`src/rtl/iq_issue_ctrl_pkg.sv`:
```
// Shared types and constants for the instruction-queue issue controller.
// Holds the state encoding, link register and default queue/register widths.
package iq_issue_ctrl_pkg;

  localparam int IQC_DEPTH  = 2;
  localparam int IQC_AWIDTH = 5;

  localparam logic [4:0] REG_RA = 5'd31;

  typedef enum logic [1:0] {
    IQC_RUN   = 2'd0,
    IQC_HOLD  = 2'd1,
    IQC_FLUSH = 2'd2
  } iqc_state_e;

endpackage

```
`src/rtl/iqc_scoreboard.sv`:
```
// Register busy vector: set on issue, clear on writeback, set wins.
// ISSUE_BYPASS_EN lets reads see a same-cycle writeback as not busy.
module iqc_scoreboard
  import iq_issue_ctrl_pkg::*;
#(
  parameter int AW = IQC_AWIDTH
) (
  input  logic          clk_i,
  input  logic          rst_ni,
  input  logic          set_i,
  input  logic [AW-1:0] set_addr_i,
  input  logic          clr_i,
  input  logic [AW-1:0] clr_addr_i,
  input  logic [AW-1:0] rs_addr_i,
  input  logic [AW-1:0] rt_addr_i,
  input  logic [AW-1:0] dst_addr_i,
  output logic          rs_busy_o,
  output logic          rt_busy_o,
  output logic          dst_busy_o
);

  localparam int NREG = 2 ** AW;

  logic [NREG-1:0] busy_q;
  logic [NREG-1:0] busy_d;
  logic [NREG-1:0] view;

  always_comb begin
    busy_d = busy_q;
    if (clr_i) busy_d[clr_addr_i] = 1'b0;
    if (set_i) busy_d[set_addr_i] = 1'b1;
    busy_d[0] = 1'b0;
  end

`ifdef ISSUE_BYPASS_EN
  always_comb begin
    view = busy_q;
    if (clr_i) view[clr_addr_i] = 1'b0;
  end
`else
  assign view = busy_q;
`endif

  assign rs_busy_o  = view[rs_addr_i];
  assign rt_busy_o  = view[rt_addr_i];
  assign dst_busy_o = view[dst_addr_i];

  always_ff @(posedge clk_i or negedge rst_ni) begin
    if (!rst_ni) busy_q <= '0;
    else         busy_q <= busy_d;
  end

endmodule

```
`src/rtl/iq_issue_ctrl.sv`:
```
// Issue controller for the decoded-instruction queue (RUN/HOLD/FLUSH).
// Optional ISSUE_BYPASS_EN: hazard check reads through same-cycle writeback.
module iq_issue_ctrl
  import iq_issue_ctrl_pkg::*;
#(
  parameter int DEPTH  = IQC_DEPTH,
  parameter int AWIDTH = IQC_AWIDTH
) (
  input  logic              qc_clk,
  input  logic              qc_rst,
  input  logic              dec_i_valid,
  output logic              dec_o_stall,
  output logic              q_o_we,
  output logic              q_o_re,
  input  logic [AWIDTH-1:0] q_i_addr_rs,
  input  logic [AWIDTH-1:0] q_i_addr_rt,
  input  logic [AWIDTH-1:0] q_i_addr_rd,
  input  logic              q_i_reg_dst,
  input  logic              q_i_alu_src,
  input  logic              q_i_memwrite,
  input  logic              q_i_regwrite,
  input  logic              q_i_jr,
  input  logic              q_i_jal,
  input  logic              ex_i_ready,
  output logic              ex_o_issue,
  input  logic              wb_i_valid,
  input  logic [AWIDTH-1:0] wb_i_addr,
  input  logic              redirect_i
);

  localparam logic [DEPTH:0] FULL_CNT = (DEPTH+1)'(2 ** DEPTH);
  localparam logic [DEPTH:0] ONE_CNT  = (DEPTH+1)'(1);

  iqc_state_e st_q, st_d;
  logic [DEPTH:0] cnt_q, cnt_d;

  logic full, empty;
  logic [AWIDTH-1:0] dst;
  logic dst_vld, rt_src, hazard, can_issue;
  logic rs_busy, rt_busy, dst_busy;
  logic we, re, iss, stall;

  assign full  = (cnt_q == FULL_CNT);
  assign empty = (cnt_q == '0);

  assign dst = q_i_jal     ? AWIDTH'(REG_RA) :
               q_i_reg_dst ? q_i_addr_rd : q_i_addr_rt;

  assign dst_vld = (q_i_regwrite | q_i_jal) & (dst != '0);
  assign rt_src  = ~q_i_alu_src | q_i_memwrite;

  assign hazard = rs_busy
                | (rt_src & rt_busy)
                | (dst_vld & dst_busy);

  assign can_issue = ~empty & ex_i_ready & ~hazard;

  always_comb begin
    st_d  = st_q;
    we    = 1'b0;
    re    = 1'b0;
    iss   = 1'b0;
    stall = full;
    unique case (st_q)
      IQC_RUN: begin
        we  = dec_i_valid & ~full;
        iss = can_issue;
        re  = can_issue;
        if (can_issue & (q_i_jr | q_i_jal))
          st_d = IQC_HOLD;
      end
      IQC_HOLD: begin
        if (redirect_i) begin
          stall = 1'b1;
          st_d  = IQC_FLUSH;
        end else begin
          we = dec_i_valid & ~full;
        end
      end
      IQC_FLUSH: begin
        stall = 1'b1;
        re    = ~empty;
        // pop drains the last entry (or none left): back to RUN
        if (cnt_q <= ONE_CNT) st_d = IQC_RUN;
      end
      default: st_d = IQC_RUN;
    endcase
  end

  always_comb begin
    cnt_d = cnt_q;
    unique case ({we, re})
      2'b10:   cnt_d = cnt_q + ONE_CNT;
      2'b01:   cnt_d = cnt_q - ONE_CNT;
      default: cnt_d = cnt_q;
    endcase
  end

  always_ff @(posedge qc_clk or negedge qc_rst) begin
    if (!qc_rst) begin
      st_q  <= IQC_RUN;
      cnt_q <= '0;
    end else begin
      st_q  <= st_d;
      cnt_q <= cnt_d;
    end
  end

  // strobes forced quiet while reset is held
  assign q_o_we      = qc_rst & we;
  assign q_o_re      = qc_rst & re;
  assign ex_o_issue  = qc_rst & iss;
  assign dec_o_stall = ~qc_rst | stall;

  iqc_scoreboard #(
    .AW(AWIDTH)
  ) u_sb (
    .clk_i      (qc_clk),
    .rst_ni     (qc_rst),
    .set_i      (iss & dst_vld),
    .set_addr_i (dst),
    .clr_i      (wb_i_valid),
    .clr_addr_i (wb_i_addr),
    .rs_addr_i  (q_i_addr_rs),
    .rt_addr_i  (q_i_addr_rt),
    .dst_addr_i (dst),
    .rs_busy_o  (rs_busy),
    .rt_busy_o  (rt_busy),
    .dst_busy_o (dst_busy)
  );

endmodule

```
`config.mk`:
```
export PLATFORM = sky130hd
export DESIGN_NAME = iq_issue_ctrl
export DESIGN_NICKNAME = d
export VERILOG_FILES = /design/src/rtl/iq_issue_ctrl_pkg.sv /design/src/rtl/iqc_scoreboard.sv /design/src/rtl/iq_issue_ctrl.sv
export SDC_FILE = /design/constraint.sdc
export NUM_CORES = 1
export LEC_CHECK = 0
export ABC_AREA = 1
export BUFFER_PORTS_ARGS = -buffer_cell sky130_fd_sc_hd__buf_2
export CAP_MARGIN = 20
export CORE_MARGIN = 2
export CORE_UTILIZATION = 25
export DETAILED_ROUTE_END_ITERATION = 10
export PLACE_DENSITY = 0.44
export SLEW_MARGIN = 20
export SYNTH_ARGS = -nofsm -noshare
export SYNTH_HDL_FRONTEND = slang
export SYNTH_SLANG_ARGS = --single-unit
```
`constraint.sdc`:
```
create_clock -name qc_clk -period 4 [get_ports qc_clk]
set_clock_uncertainty 0.15 [all_clocks]
set_input_delay 0.2 -clock qc_clk [delete_from_list [all_inputs] [get_ports qc_clk]]
set_output_delay 0.2 -clock qc_clk [all_outputs]
set_load 0.01 [all_outputs]
```
---- Word-level counts from Yosys, hierarchy flattened ----
Index checks and enable logic that the tools add are counted.
word-level totals
  register bits ........................... 36
  word-level logic and storage cells ...... 77
cells by class
  order comparisons ....................... 7
  bitwise operators ....................... 25
  reduce and logical (&&, ||, !) cells .... 7
  add/sub/neg operators ................... 2
  equality and inequality tests ........... 8
  multiplexer cells ....................... 25
operators with widths
  cell                                                                                 number
  32-bit two-way mux                                                                   2
  32-bit bitwise AND                                                                   1
  32-bit NOT                                                                           1
  32-bit OR                                                                            1
  5-bit by 6-bit less-than comparator with 1-bit output, second input constant         4
  1-bit binary-select mux with 5-bit select                                            3
  1-bit bitwise AND                                                                    11
  1-bit demux with 5-bit select                                                        2
  5-bit by 1-bit greater-or-equal comparator with 1-bit output, second input constant  2
  5-bit two-way mux                                                                    2
  1-bit two-way mux                                                                    8
  2-bit two-way mux                                                                    3
  2-bit != test, second input constant                                                 3
  1-bit OR                                                                             6
  1-bit case mux with 2 select lines                                                   3
  2-bit case mux with 3 select lines                                                   1
  3-bit case mux with 2 select lines                                                   1
  1-bit NOT                                                                            5
  5-bit nonzero test                                                                   1
  2-bit by 1-bit == test with 1-bit output, second input constant                      2
  2-bit == test, second input constant                                                 2
  3-bit by 1-bit adder with 3-bit output, second input constant                        1
  3-bit == test, second input constant                                                 1
  3-bit by 1-bit less-or-equal comparator with 1-bit output, second input constant     1
  6 further kinds                                                                      7

---- Logic depth before layout (Yosys ltp) ----
Gate-level depths: netlist of run 1.
  depth in word-level cells ............... 11
  mapped depth ............................ 21
  gate-level depth less buffers ........... 19

---- Modules after synthesis ----
From an unflattened synthesis of run 1, not the netlist that was laid out.
second synthesis, totals
  cell total of the unflattened synthesis .. 450
  area, all modules ....................... 2912.8 um^2
by module, submodules not included
  module          cells each  seq. area each (um^2)  instances  area each (um^2)
  iqc_scoreboard  358         775.7                  1          2299.7
  iq_issue_ctrl   92          125.1                  1          613.1

---- Worst setup path after synthesis of run 1 ----
No wires, ideal clock.
  path type ............................... input port to flip-flop
  from .................................... in q_i_addr_rt[1]
  to ...................................... reg cnt_q[2]
  path slack .............................. 1.640 ns
  stages .................................. 19
  arrival time ............................ 2.092 ns
  cell sequence ........................... buf_6 -> clkinv_2 -> nor2_1 -> nor2_4 -> nand2_2 -> nor2_1 -> nor2_1 -> nand2_1 -> nand2_1 -> nand2_1 -> nor2_1 -> nand2_1 -> nand3_2 -> nand2_1 -> ha_1 -> nor2_1 -> o21ai_0 -> xor2_1 -> inv_1
on the way
  longest elaborated chain between the ends .. 11
  elaborated cells on any way between the ends .. 19
RTL lines
  what                                                                                    line                                       RTL
  start, declared                                                                         iq_issue_ctrl.sv:16                        input logic [AWIDTH-1:0] q_i_addr_rt,
  5-bit two-way mux                                                                       iq_issue_ctrl.sv:47                        q_i_reg_dst ? q_i_addr_rd : q_i_addr_rt;
  5-bit two-way mux                                                                       iq_issue_ctrl.sv:46                        assign dst = q_i_jal ? AWIDTH'(REG_RA) :
  1-bit binary-select mux with 5-bit select / 5-bit nonzero test (equally long branches)  iqc_scoreboard.sv:46, iq_issue_ctrl.sv:49
  1-bit two-way mux (implied by the code) / 1-bit bitwise AND (equally long branches)     iqc_scoreboard.sv:46, iq_issue_ctrl.sv:49
  1-bit bitwise AND                                                                       iq_issue_ctrl.sv:54                        | (dst_vld & dst_busy);
  1-bit OR (*)                                                                            iq_issue_ctrl.sv:54
  1-bit NOT (*)                                                                           iq_issue_ctrl.sv:56                        assign can_issue = ~empty & ex_i_ready & ~hazard;
  1-bit bitwise AND (*)                                                                   iq_issue_ctrl.sv:56
  1-bit case mux with 2 select lines (*)                                                  iq_issue_ctrl.sv:64                        unique case (st_q)
  2-bit by 1-bit == test with 1-bit output / 2-bit == test (equally long branches)        iq_issue_ctrl.sv:92                        unique case ({we, re})
  3-bit case mux with 2 select lines / 2-bit nonzero test (equally long branches)         -
  end signal, assigned                                                                    iq_issue_ctrl.sv:105                       cnt_q <= cnt_d;
  end, declared                                                                           iq_issue_ctrl.sv:35                        logic [DEPTH:0] cnt_q, cnt_d;
Every way passes the cells marked *; elsewhere a longest branch is shown, timed or not. The select of a mux whose other input is x is not followed.
A chain may end at the register's enable or synchronous reset.

---- Worst setup path in the final report of run 1 ----
  from .................................... in q_i_addr_rt[0]
  to ...................................... reg u_sb.busy_q[11]
on the way
  longest elaborated chain between the ends .. 11
  elaborated cells on any way between the ends .. 23
RTL lines
  what                                                                                    line                                       RTL
  5-bit two-way mux                                                                       iq_issue_ctrl.sv:47
  5-bit two-way mux                                                                       iq_issue_ctrl.sv:46
  1-bit binary-select mux with 5-bit select / 5-bit nonzero test (equally long branches)  iqc_scoreboard.sv:46, iq_issue_ctrl.sv:49
  1-bit two-way mux (implied by the code) / 1-bit bitwise AND (equally long branches)     iqc_scoreboard.sv:46, iq_issue_ctrl.sv:49
  1-bit bitwise AND                                                                       iq_issue_ctrl.sv:54
  1-bit OR                                                                                iq_issue_ctrl.sv:54
  1-bit NOT                                                                               iq_issue_ctrl.sv:56
  1-bit bitwise AND                                                                       iq_issue_ctrl.sv:56
  1-bit two-way mux                                                                       iq_issue_ctrl.sv:64
  1-bit bitwise AND                                                                       iq_issue_ctrl.sv:120                       .set_i (iss & dst_vld),
  32-bit two-way mux (*)                                                                  iqc_scoreboard.sv:31                       if (set_i) busy_d[set_addr_i] = 1'b1;
  via u_sb.busy_d[11]                                                                     iqc_scoreboard.sv:25                       logic [NREG-1:0] busy_d;
  end signal, assigned                                                                    iqc_scoreboard.sv:50                       else busy_q <= busy_d;
  end, declared                                                                           iqc_scoreboard.sv:24                       logic [NREG-1:0] busy_q;
Mark *: on every way through the listed nets, which the timed path passes. The rest lies on a longest branch. The select of a mux whose other input is x is not followed.

==> impl_metrics.tcl, run 1 <==
set metrics [dict create \
    reg2reg_depth 13 \
    switching_power_w 0.000590 \
    synth-seq-cells 36 \
    cts.sinks 36 \
    h-tree-depth 2 \
    slowest_delay_ns 0.62 \
    p_comb_frac 0.387 \
    p_int_w 0.000905 \
    drc 0 \
    synth_async_sr_flop_share 1.00 \
    fmax_mhz 368 \
    status "finished clean" \
    min_period_ns 2.71 \
    worst_ep_required_time_ns 4.06 \
    hpwl_mm 8.52 \
    synth_cell_type_count 26 \
    fin_area_sq_mm 0.00368 \
    row_count 41 \
    ys_top_cells_by_count "207 x nand2_1, 72 x nand3_1, 69 x nor2_1" \
    setup_viol 0 \
    fin_nets 615 \
    cap_violations 0 \
    gp_congestion 0.869 \
    cts_made_buffers 5 \
    first_pass_iters 4 \
    critPathMaxFanout 31 \
    yosysTopAreaCellShare 0.279 \
    place_ws_ns 1.03 \
    die_h_um 118 \
    grt_max_degree 39 \
    power_density_mw_per_mm2 406 \
    syn_to_final_growth_pct 13.9 \
    cp_data_arrival_time_ns 2.78 \
    clkPwrFrac 0.267 \
    drv_slew 0 \
    cts_tree "built" \
    crit_top_cell "nand2_1" \
    initial_core_util 0.256 \
    detail-route-antenna-nets 0 \
    critPathLaunchType "input pin" \
    fp.dieW_um 118 \
    via_count 3416 \
    vdd_drop_max_v 0.000130 \
    cp-end-kind "flip-flop" \
    clk_pin_slew_worst_paths_ns 0.05 \
    power_w 0.00150 \
    wirelength_mm 10.6 \
    place_area_sq_mm 0.00352 \
    syn_inst 544 \
    cts_resized 0 \
    grt.overflow.total 0 \
    seq_area_sq_um 901 \
    min_path_cells 5 \
    dp_cells 739 \
    antenna_found_initial 0 \
    syn-num-nets 584 \
    antenna_cells 0 \
    min_path_type "in2reg" \
    dieArea_sq_mm 0.0139 \
    yosysSeqAreaShare 0.279 \
    worstMarginPinSlew_ns 0.769 \
    slew_headroom 0.486 \
    leakage_nw 2.00 \
    synth_enable_flop_cells 0 \
    coreArea_sq_mm 0.0126 \
    post-route-period-util 0.678 \
    yosysMostFrequentCell "nand2_1" \
    syn_area_sq_mm 0.00323 \
    avgSynthCellArea_sq_um 5.94 \
    seq_power_share 0.346 \
    viasPerCell 4.57 \
    synth_area_leaders "dfrtp_1 28%, nand2_1 24%, nand3_1 11%, nor2_1 8.0%, inv_1 6.7%" \
    postCtsHoldBufs 1 \
    stdcell_count 747 \
    rsz0062_at_grt "false" \
    routedWlPerCell_um 14.2 \
    io_pins 36 \
    post_cts_buffers 0 \
    grt_pass1_vias 3275 \
    multi_input_area_sq_mm 0.00198 \
    yosysWarnings 0 \
    grtUsageTotal 0.155 \
    synth_flop_cell "dfrtp_1" \
    cp_slowest_cell "nor2_4" \
    crit_type "in2reg" \
    fillerInstances 1437 \
    setup_slack_ns 1.29 \
    drive_gt1_frac 0.125 \
    clk_latency_ns 0.27 \
    swShare 0.394 \
    yosysTopAreaCell "dfrtp_1" \
    tns_ns 0 \
    clockBufferDepth 2 \
    root_buffer "clkbuf_16" \
    drt_first_iter_violations 237 \
    path_cells "buf_2 -> inv_2 -> nor2_1 -> nor2_4 -> nand2_4 -> nand2_1 -> nor2_1 -> nand2_1 -> nand3_1 -> nand2_1 -> nand2_1 -> nand2_1 -> nand3_2 -> nor2_4 -> nand2_1 -> nand2_1" \
    port_buffers 35 \
    hold_violations 0 \
    grt_pass1_wl_mm 17.4 \
]
## power by group through the flow
stage	Clock, W	Sequential (W)	Combinational [W]
2_1_floorplan	0	0.000486	0.000443
3_3_place_gp	0	0.000523	0.000579
3_5_place_dp	0	0.000521	0.000577
4_1_cts	0.000408	0.000514	0.000581
5_1_grt	0.000424	0.000526	0.000678
6_report	0.000399	0.000518	0.000579
## metal layers
metal	track usage	vias up	routed length, um
li1	-	1761	-
met1	0.222	1554	5210
met2	0.247	88	4720
met3	0.0141	13	439
met4	0.0489	0	231
met5	0	-	0
## worst max-delay path, delay by kind of cell
family                 cells  cell delay [ns]
and+or+nand+nor           14             2.09
buffers and inverters      2             0.47
## cell families (layout without fill, tap and decap cells)
logic type	Yosys count	count (layout)	share of synthesized area
compound gates	47	47	0.0755
xor+xnor	3	3	0.00813
fa+ha+maj	8	8	0.0310
buf+inv	75	106	0.107
flops	36	36	0.279
simple gates	375	375	0.499
## per-stage QoR
stage	util	hold WS [ns]
after CTS	0.292	0.200
after detailed placement	0.279	0.139
final	0.292	0.201
after global placement	0.279	0.136
after floorplan	-	-0.246
after global routing	0.292	0.251
## final timing paths
| path | start | slack, ns | endpoint |
|---|---|---|---|
| max | q_i_addr_rt[0] | 1.29 | u_sb.busy_q[11] |
| min | redirect_i | 0.20 | st_q[1] |
| max reg2reg | u_sb.busy_q[31] | 1.41 | u_sb.busy_q[11] |
| min reg2reg | u_sb.busy_q[3] | 0.36 | u_sb.busy_q[3] |
| max in group asynchronous | qc_rst | 2.99 | st_q[0] |
| min in group asynchronous | qc_rst | 0.36 | u_sb.busy_q[30] |
## final cells by class
class                   count  share of cell area
repair buffers             37              0.0523
flip-flops and latches     36               0.245
well taps                 172              0.0585
inverters                  62              0.0639
multi-input cells         433               0.539
clock buffers               7              0.0415
## sequential cells by signal, summed over array words and instances (netlist names)
register	count
st_q	2
cnt_q	3
u_sb.busy_q	31
## layout by cell type, fill, tap and decap left out
cell,netlist,routed
a21oi_1,3,3
buf_2,5,35
buf_4,1,1
clkbuf_16,0,5
clkbuf_8,0,2
clkinv_2,2,2
dfrtp_1,36,36
dlygate4sd3_1,0,1
ha_1,8,8
inv_1,58,58
inv_2,2,2
nand2_1,207,207
nand2_2,14,14
nand2_4,3,3
nand3_1,72,72
nand3_2,2,2
nand3_4,1,1
nand4_1,2,2
nor2_1,69,69
nor2_2,1,1
nor2_4,3,3
o211ai_1,2,2
o21ai_0,40,40
o21ai_1,1,1
o221ai_1,1,1
or2_2,1,1
xnor2_1,2,2
xor2_1,1,1
Power figures use the tool's default switching activity.
==> inputs of run 2 (changes only) <==
- ABC_AREA: 1 -> 0
- clock period: 4 -> 2.7 ns (I/O delays scaled with it)
==> run 2 against run 1 <==
  * The flow now finishes with violations (negative setup slack)
  * Clock power rose by 46%
  * Sequential cell count did not move
  * Combinational power rose by 110%
  * Highest routed layer unchanged
==> impl_metrics.tcl, run 2 <==
set metrics [dict create \
    status "finished with violations" \
    violations "negative setup slack" \
    cts_made_buffers 5 \
    die_h_um 111 \
    gp_congestion 0.826 \
    p_int_w 0.00163 \
    worst_ep_required_time_ns 2.41 \
    syn_area_sq_mm 0.00285 \
    cap_violations 0 \
    vdd_drop_max_v 0.000217 \
    drv_slew 0 \
    crit_type "reg2out" \
    clk_pin_slew_worst_paths_ns 0.06 \
    port_buffers 35 \
    path_cells "mux4_2 -> mux2_4 -> o311ai_4 -> nand4_1 -> a211oi_4 -> a21o_1 -> and2_1 -> buf_2" \
    post-route-period-util 1.08 \
    worstMarginPinSlew_ns 0.517 \
    slowest_delay_ns 0.47 \
    place_ws_ns -0.413 \
    leakage_nw 1.82 \
    worst_path_dominant_cell_family "multiplexers" \
    grt_max_degree 29 \
    yosysSeqAreaShare 0.316 \
    cp_slowest_cell "mux4_2" \
    avgSynthCellArea_sq_um 9.15 \
    clockBufferDepth 2 \
    synth_cell_type_count 57 \
    syn-num-nets 351 \
    first_pass_iters 4 \
    cts_tree "built" \
    swShare 0.362 \
    grt_pass1_vias 2999 \
    crit_buf_inv 1 \
    switching_power_w 0.000922 \
    critPathLaunchType "flip-flop" \
    setup_slack_ns -0.218 \
    synth_area_leaders "dfrtp_1 32%, o21ai_0 9.5%, mux4_2 7.9%, mux2i_1 4.2%, o21ai_1 4.2%" \
    ys_top_cells_by_count "54 x o21ai_0, 36 x dfrtp_1, 24 x o21ai_1" \
    final_common_cell "buf_4" \
    fp.dieW_um 111 \
    synth_enable_flop_cells 0 \
    largest_reg_flops 31 \
    hold_violations 0 \
    seq_power_share 0.301 \
    fmax_mhz 343 \
    synth_async_sr_flop_share 1.00 \
    drc 0 \
    yosysTopAreaCellShare 0.316 \
    yosysTopAreaCell "dfrtp_1" \
    via_count 2980 \
    rsz0062_at_grt "true" \
    drive_gt1_frac 0.448 \
    setup_viol 36 \
    grt.overflow.total 0 \
    power_density_mw_per_mm2 615 \
    cp-end-kind "output pin" \
    initial_core_util 0.259 \
    holdWs_ns 0.160 \
    critPathMaxFanout 3 \
    syn_to_final_growth_pct 45.5 \
    dieArea_sq_mm 0.0123 \
    drt_first_iter_violations 310 \
    cts.sinks 36 \
    yosysMostFrequentCell "o21ai_0" \
    wirelength_mm 10.8 \
    syn_inst 311 \
    largestRegisters "u_sb.busy_q (31), cnt_q (3), st_q (2)" \
    grt_pass1_wl_mm 17.1 \
    min_path_type "in2async" \
    detail-route-antenna-nets 0 \
    clk_latency_ns 0.28 \
    fin_nets 456 \
    io_pins 36 \
    fillerInstances 1092 \
    hpwl_mm 8.26 \
    root_buffer "clkbuf_16" \
    grtUsageTotal 0.176 \
    coreArea_sq_mm 0.0110 \
    cp_data_arrival_time_ns 2.63 \
    synth_flop_cell "dfrtp_1" \
    largest_register "u_sb.busy_q" \
    viasPerCell 5.35 \
    most-common-layout-cells "64 x buf_4, 45 x o21ai_0, 36 x dfrtp_1, 34 x buf_2, 27 x o21ai_2" \
    synth-seq-cells 36 \
    row_count 38 \
    slew_headroom 0.651 \
    min_period_ns 2.92 \
    antenna_cells 0 \
    h-tree-depth 2 \
    antenna_found_initial 0 \
    yosysWarnings 0 \
    routedWlPerCell_um 19.4 \
    p_comb_frac 0.470 \
    clkPwrFrac 0.229 \
]
-- run 2: repair_timing --
item                                    in CTS  in global routing
endpoints found under the hold margin        8                  0
gates resized for setup                     48                 20
endpoints found under the setup margin      38                 38
pin swaps                                   13                  7
setup buffers                                5                  2
hold buffers                                 1                  0
-- run 2: per-stage QoR --
stage                     cells  total power [W]  utilization  instance area [sq um]  TNS [ns]
after CTS                   556          0.00245        0.368                   4040     -3.44
after floorplan             311          0.00135            -                   2850   -0.0545
after global routing        557          0.00271        0.377                   4140     -5.51
after global placement      542          0.00174        0.332                   3650    -10.22
final                       557          0.00255        0.377                   4140     -2.56
after detailed placement    542          0.00174        0.332                   3650     -9.90
-- run 2: per-layer routing --
layer,wire length [um],vias to the layer above,global-route usage,part of all wire
met5,0,-,0,0
met4,108,0,0.0375,0.010
met3,744,8,0.0323,0.069
met2,4750,109,0.265,0.44
met1,5190,1460,0.263,0.48
li1,-,1403,-,-
-- run 2: worst register-to-register path: stages, from the launching register on --
cell	delay (ns)
dfrtp_1	0.40
mux4_2	0.47
mux2_4	0.29
o311ai_4	0.28
nand4_1	0.23
a211oi_4	0.25
a21o_1	0.16
ha_4	0.15
mux2i_1	0.18
nor2_1	0.07
xor2_1	0.13
-- run 2: power groups by stage --
stage	Combinational [W]	Sequential [W]	Clock, W
2_1_floorplan	0.000612	0.000739	0
3_3_place_gp	0.000974	0.000766	0
3_5_place_dp	0.000968	0.000773	0
4_1_cts	0.00110	0.000764	0.000592
5_1_grt	0.00131	0.000781	0.000619
6_report	0.00120	0.000768	0.000583
-- run 2: cells by family after synthesis --
| family | count (synthesis) | share of synthesized area |
|---|---|---|
| flops | 36 | 0.316 |
| xor+xnor | 3 | 0.00923 |
| fa+ha+maj | 8 | 0.0352 |
| mux | 30 | 0.154 |
| compound gates | 127 | 0.268 |
| simple gates | 83 | 0.175 |
| buf+inv | 24 | 0.0431 |
-- run 2: worst paths after layout --
kind                       depth (start not counted)            from  slack [ns]         endpoint
min                                                2          qc_rst        0.16  u_sb.busy_q[14]
min reg2reg                                        2        cnt_q[1]        0.38         cnt_q[1]
min in group qc_clk                                4    wb_i_addr[4]        0.18  u_sb.busy_q[19]
max in group asynchronous                          3          qc_rst        1.55  u_sb.busy_q[31]
max                                                8  u_sb.busy_q[7]       -0.22           q_o_re
max reg2reg                                       10  u_sb.busy_q[7]       -0.18         cnt_q[2]
-- run 2: cell type report --
type                            instances  area (sq um)  area share
Multi-Input combinational cell        251          2060       0.497
Inverter                               11          41.3     0.00997
Clock buffer                            6           139      0.0335
Clock inverter                          2          10.0     0.00242
Tap cell                              140           175      0.0423
Sequential cell                        36           901       0.217
Timing Repair Buffer                  111           817       0.197
==> inputs of run 3 (changes only) <==
- SYNTH_HIERARCHICAL: not set -> 1
==> run 3 against run 2 <==
  * The run still ends with negative setup slack left
  * Via count decreased by 9.3%
  * First-iteration DRC count down 27%
  * Clock power grew 12%
  * Sequential share of layout area grew 3.0 points
  * Register-to-register slack better by 0.11 ns
  * Sequential power rose by 11%
  * Maximum frequency up 5.4%
  * Wire length is 14% lower
  * Setup slack improved by 0.15 ns
  * Final cell count down 6.1%
  * Largest cell class unchanged
==> impl_metrics.tcl, run 3 <==
set metrics [dict create \
    slew_headroom 0.720 \
    leakage_nw 1.63 \
    fp.dieW_um 110 \
    synth-seq-cells 36 \
    vdd_drop_max_v 0.000297 \
    utilization 0.333 \
    violations "negative setup slack" \
    rsz0062_at_grt "true" \
    cp_slowest_cell "or3b_4" \
    synth_cell_type_count 42 \
    gp_congestion 0.830 \
    setup_viol 9 \
    r2r-end "u_sb/busy_q[4]" \
    drc 0 \
    stdcell_count 523 \
    worst_ep_required_time_ns 2.75 \
    routedWlPerCell_um 17.7 \
    grt.overflow.total 0 \
    largestRegisters "u_sb/busy_q (31), cnt_q (3), st_q (2)" \
    most-common-layout-cells "38 x buf_4, 37 x o21ai_0, 36 x dfrtp_1, 35 x buf_2, 28 x mux2i_1" \
    slowest_delay_ns 0.47 \
    worstMarginPinSlew_ns 0.415 \
    fmax_mhz 361 \
    setup_slack_ns -0.0677 \
    fin_nets 422 \
    grtUsageTotal 0.161 \
    yosysMostFrequentCell "o21ai_0" \
    syn_inst 308 \
    largest_reg_flops 31 \
    clockBufferDepth 2 \
    drt_first_iter_violations 225 \
    yosysTopAreaCellShare 0.319 \
    cts.sinks 36 \
    final_common_cell "buf_4" \
    crit_type "reg2reg" \
    syn-num-nets 348 \
    power_density_mw_per_mm2 687 \
    viasPerCell 5.17 \
    clk_latency_ns 0.28 \
    grt_pass1_wl_mm 14.6 \
    tns_ns -0.433 \
    row_count 38 \
    antenna_found_initial 0 \
    status "finished with violations" \
    reg2reg_depth 9 \
    fillerInstances 1143 \
    grt_max_degree 32 \
    first_pass_iters 4 \
    yosysTopAreaCell "dfrtp_1" \
    syn_to_final_growth_pct 29.1 \
    yosysSeqAreaShare 0.319 \
    dp_cells 512 \
    place_area_sq_mm 0.00338 \
    die_h_um 110 \
    wirelength_mm 9.24 \
    port_buffers 35 \
    critPathMaxFanout 7 \
    avgSynthCellArea_sq_um 9.16 \
    cts_tree "built" \
    via_count 2702 \
    fin_area_sq_mm 0.00364 \
    yosysWarnings 6 \
    initial_core_util 0.258 \
    largest_register "u_sb/busy_q" \
    cp-end-kind "flip-flop" \
    detail-route-antenna-nets 0 \
    critPathLaunchType "flip-flop" \
    synth_enable_flop_cells 0 \
    drv_slew 0 \
    synth_flop_cell "dfrtp_1" \
    min_path_type "in2async" \
    min_period_ns 2.77 \
    grt_pass1_vias 2697 \
    cp_data_arrival_time_ns 2.82 \
    hpwl_mm 7.28 \
    rrSetupSlack_ns -0.07 \
    io_pins 36 \
    cts_made_buffers 5 \
    coreArea_sq_mm 0.0109 \
    ys_top_cells_by_count "59 x o21ai_0, 36 x dfrtp_1, 28 x mux2i_1" \
    syn_area_sq_mm 0.00282 \
    clk_pin_slew_worst_paths_ns 0.05 \
    startpoint "u_sb/busy_q[7]" \
    post-route-period-util 1.03 \
    root_buffer "clkbuf_16" \
    hold_violations 0 \
    dieArea_sq_mm 0.0121 \
    holdWs_ns 0.106 \
    antenna_cells 0 \
    synth_area_leaders "dfrtp_1 32%, o21ai_0 10%, mux2i_1 9.9%, mux4_2 4.8%, ha_1 3.5%" \
    path_cells "buf_6 -> mux4_2 -> nand2b_4 -> o211ai_1 -> nand4_1 -> nand3b_1 -> nor3_4 -> or3b_4 -> o21ai_0" \
    synth_async_sr_flop_share 1.00 \
    h-tree-depth 2 \
    cap_violations 0 \
    drive_gt1_frac 0.282 \
    r2r-start "u_sb/busy_q[7]" \
]
==> run 3: cell types whose count changed after synthesis, sizes merged, moves of 4 or more <==
cell / previous run / this run
a211oi: 7 / 3
clkbuf: 6 / 1
mux2: 7 / 0
mux2i: 13 / 28
nand2: 18 / 13
nand2b: 3 / 7
nand3: 14 / 18
nor2: 11 / 21
o2111ai: 0 / 4
o21ai: 78 / 66
==> run 3: cell families (layout without fill, tap and decap cells) <==
family          Yosys count  after routing  share of synthesized area
compound gates          104            104                      0.215
simple gates             99             99                      0.197
mux                      37             37                      0.175
flops                    36             36                      0.319
xor+xnor                  3              3                    0.00932
buf+inv                  21             96                     0.0479
fa+ha+maj                 8              8                     0.0355
==> run 3: worst max path at each step <==
stage / to / slack [ns]
after detailed placement: u_sb/busy_q[28] / -0.37
after global placement: u_sb/busy_q[4] / -0.35
after global routing: u_sb/busy_q[28] / -0.17
after floorplan: cnt_q[2] / 0.005
final: u_sb/busy_q[4] / -0.07
after CTS: u_sb/busy_q[16] / -0.06
==> run 3: cell type report <==
type                    instances  area [sq um]  share of cell area
well taps                     140           175              0.0481
repair buffers                 78           515               0.142
clock buffers                   5           125              0.0344
clock inverters                 3          42.5              0.0117
flip-flops and latches         36           901               0.247
inverters                      10          37.5              0.0103
multi-input cells             251          1840               0.507
==> run 3: worst max-delay path, delay by kind of cell, from the launching register on <==
| kind | cells | cell delay, ns |
|---|---|---|
| muxes | 1 | 0.46 |
| AOI/OAI and AO/OA | 2 | 0.27 |
| and+or+nand+nor | 5 | 1.26 |
| DFF | 1 | 0.42 |
| buffers and inverters | 1 | 0.14 |
==> run 3: timing repair <==
item / 4_1_cts / 5_1_grt
endpoints found under the hold margin: 36 / 0
resized for setup: 21 / 14
setup buffers: 1 / 1
endpoints found under the setup margin: 14 / 34
pin swaps: 3 / 2
hold buffers: 1 / 0
==> run 3: routing by layer <==
layer,vias up,wire length [um],GRT usage,share of wire
met2,76,4050,0.251,0.44
met5,-,0,0,0
met1,1300,4600,0.231,0.50
met3,10,456,0.0223,0.049
met4,0,132,0.0473,0.014
li1,1316,-,-,-
==> run 3: report_power, final <==
part	switching (W)	total [W]	internal, W
Combinational	0.000506	0.000994	0.000487
Sequential	0.000174	0.000854	0.000679
Clock	0.000220	0.000653	0.000433
Total	0.000901	0.00250	0.00160
==> run 3: through the flow <==
stage	total power, W	setup WS [ns]
global route	0.00267	-0.172
finish	0.00250	-0.0677
detailed placement	0.00178	-0.365
floorplan	0.00143	0.00478
CTS	0.00249	-0.0599
global placement	0.00177	-0.352
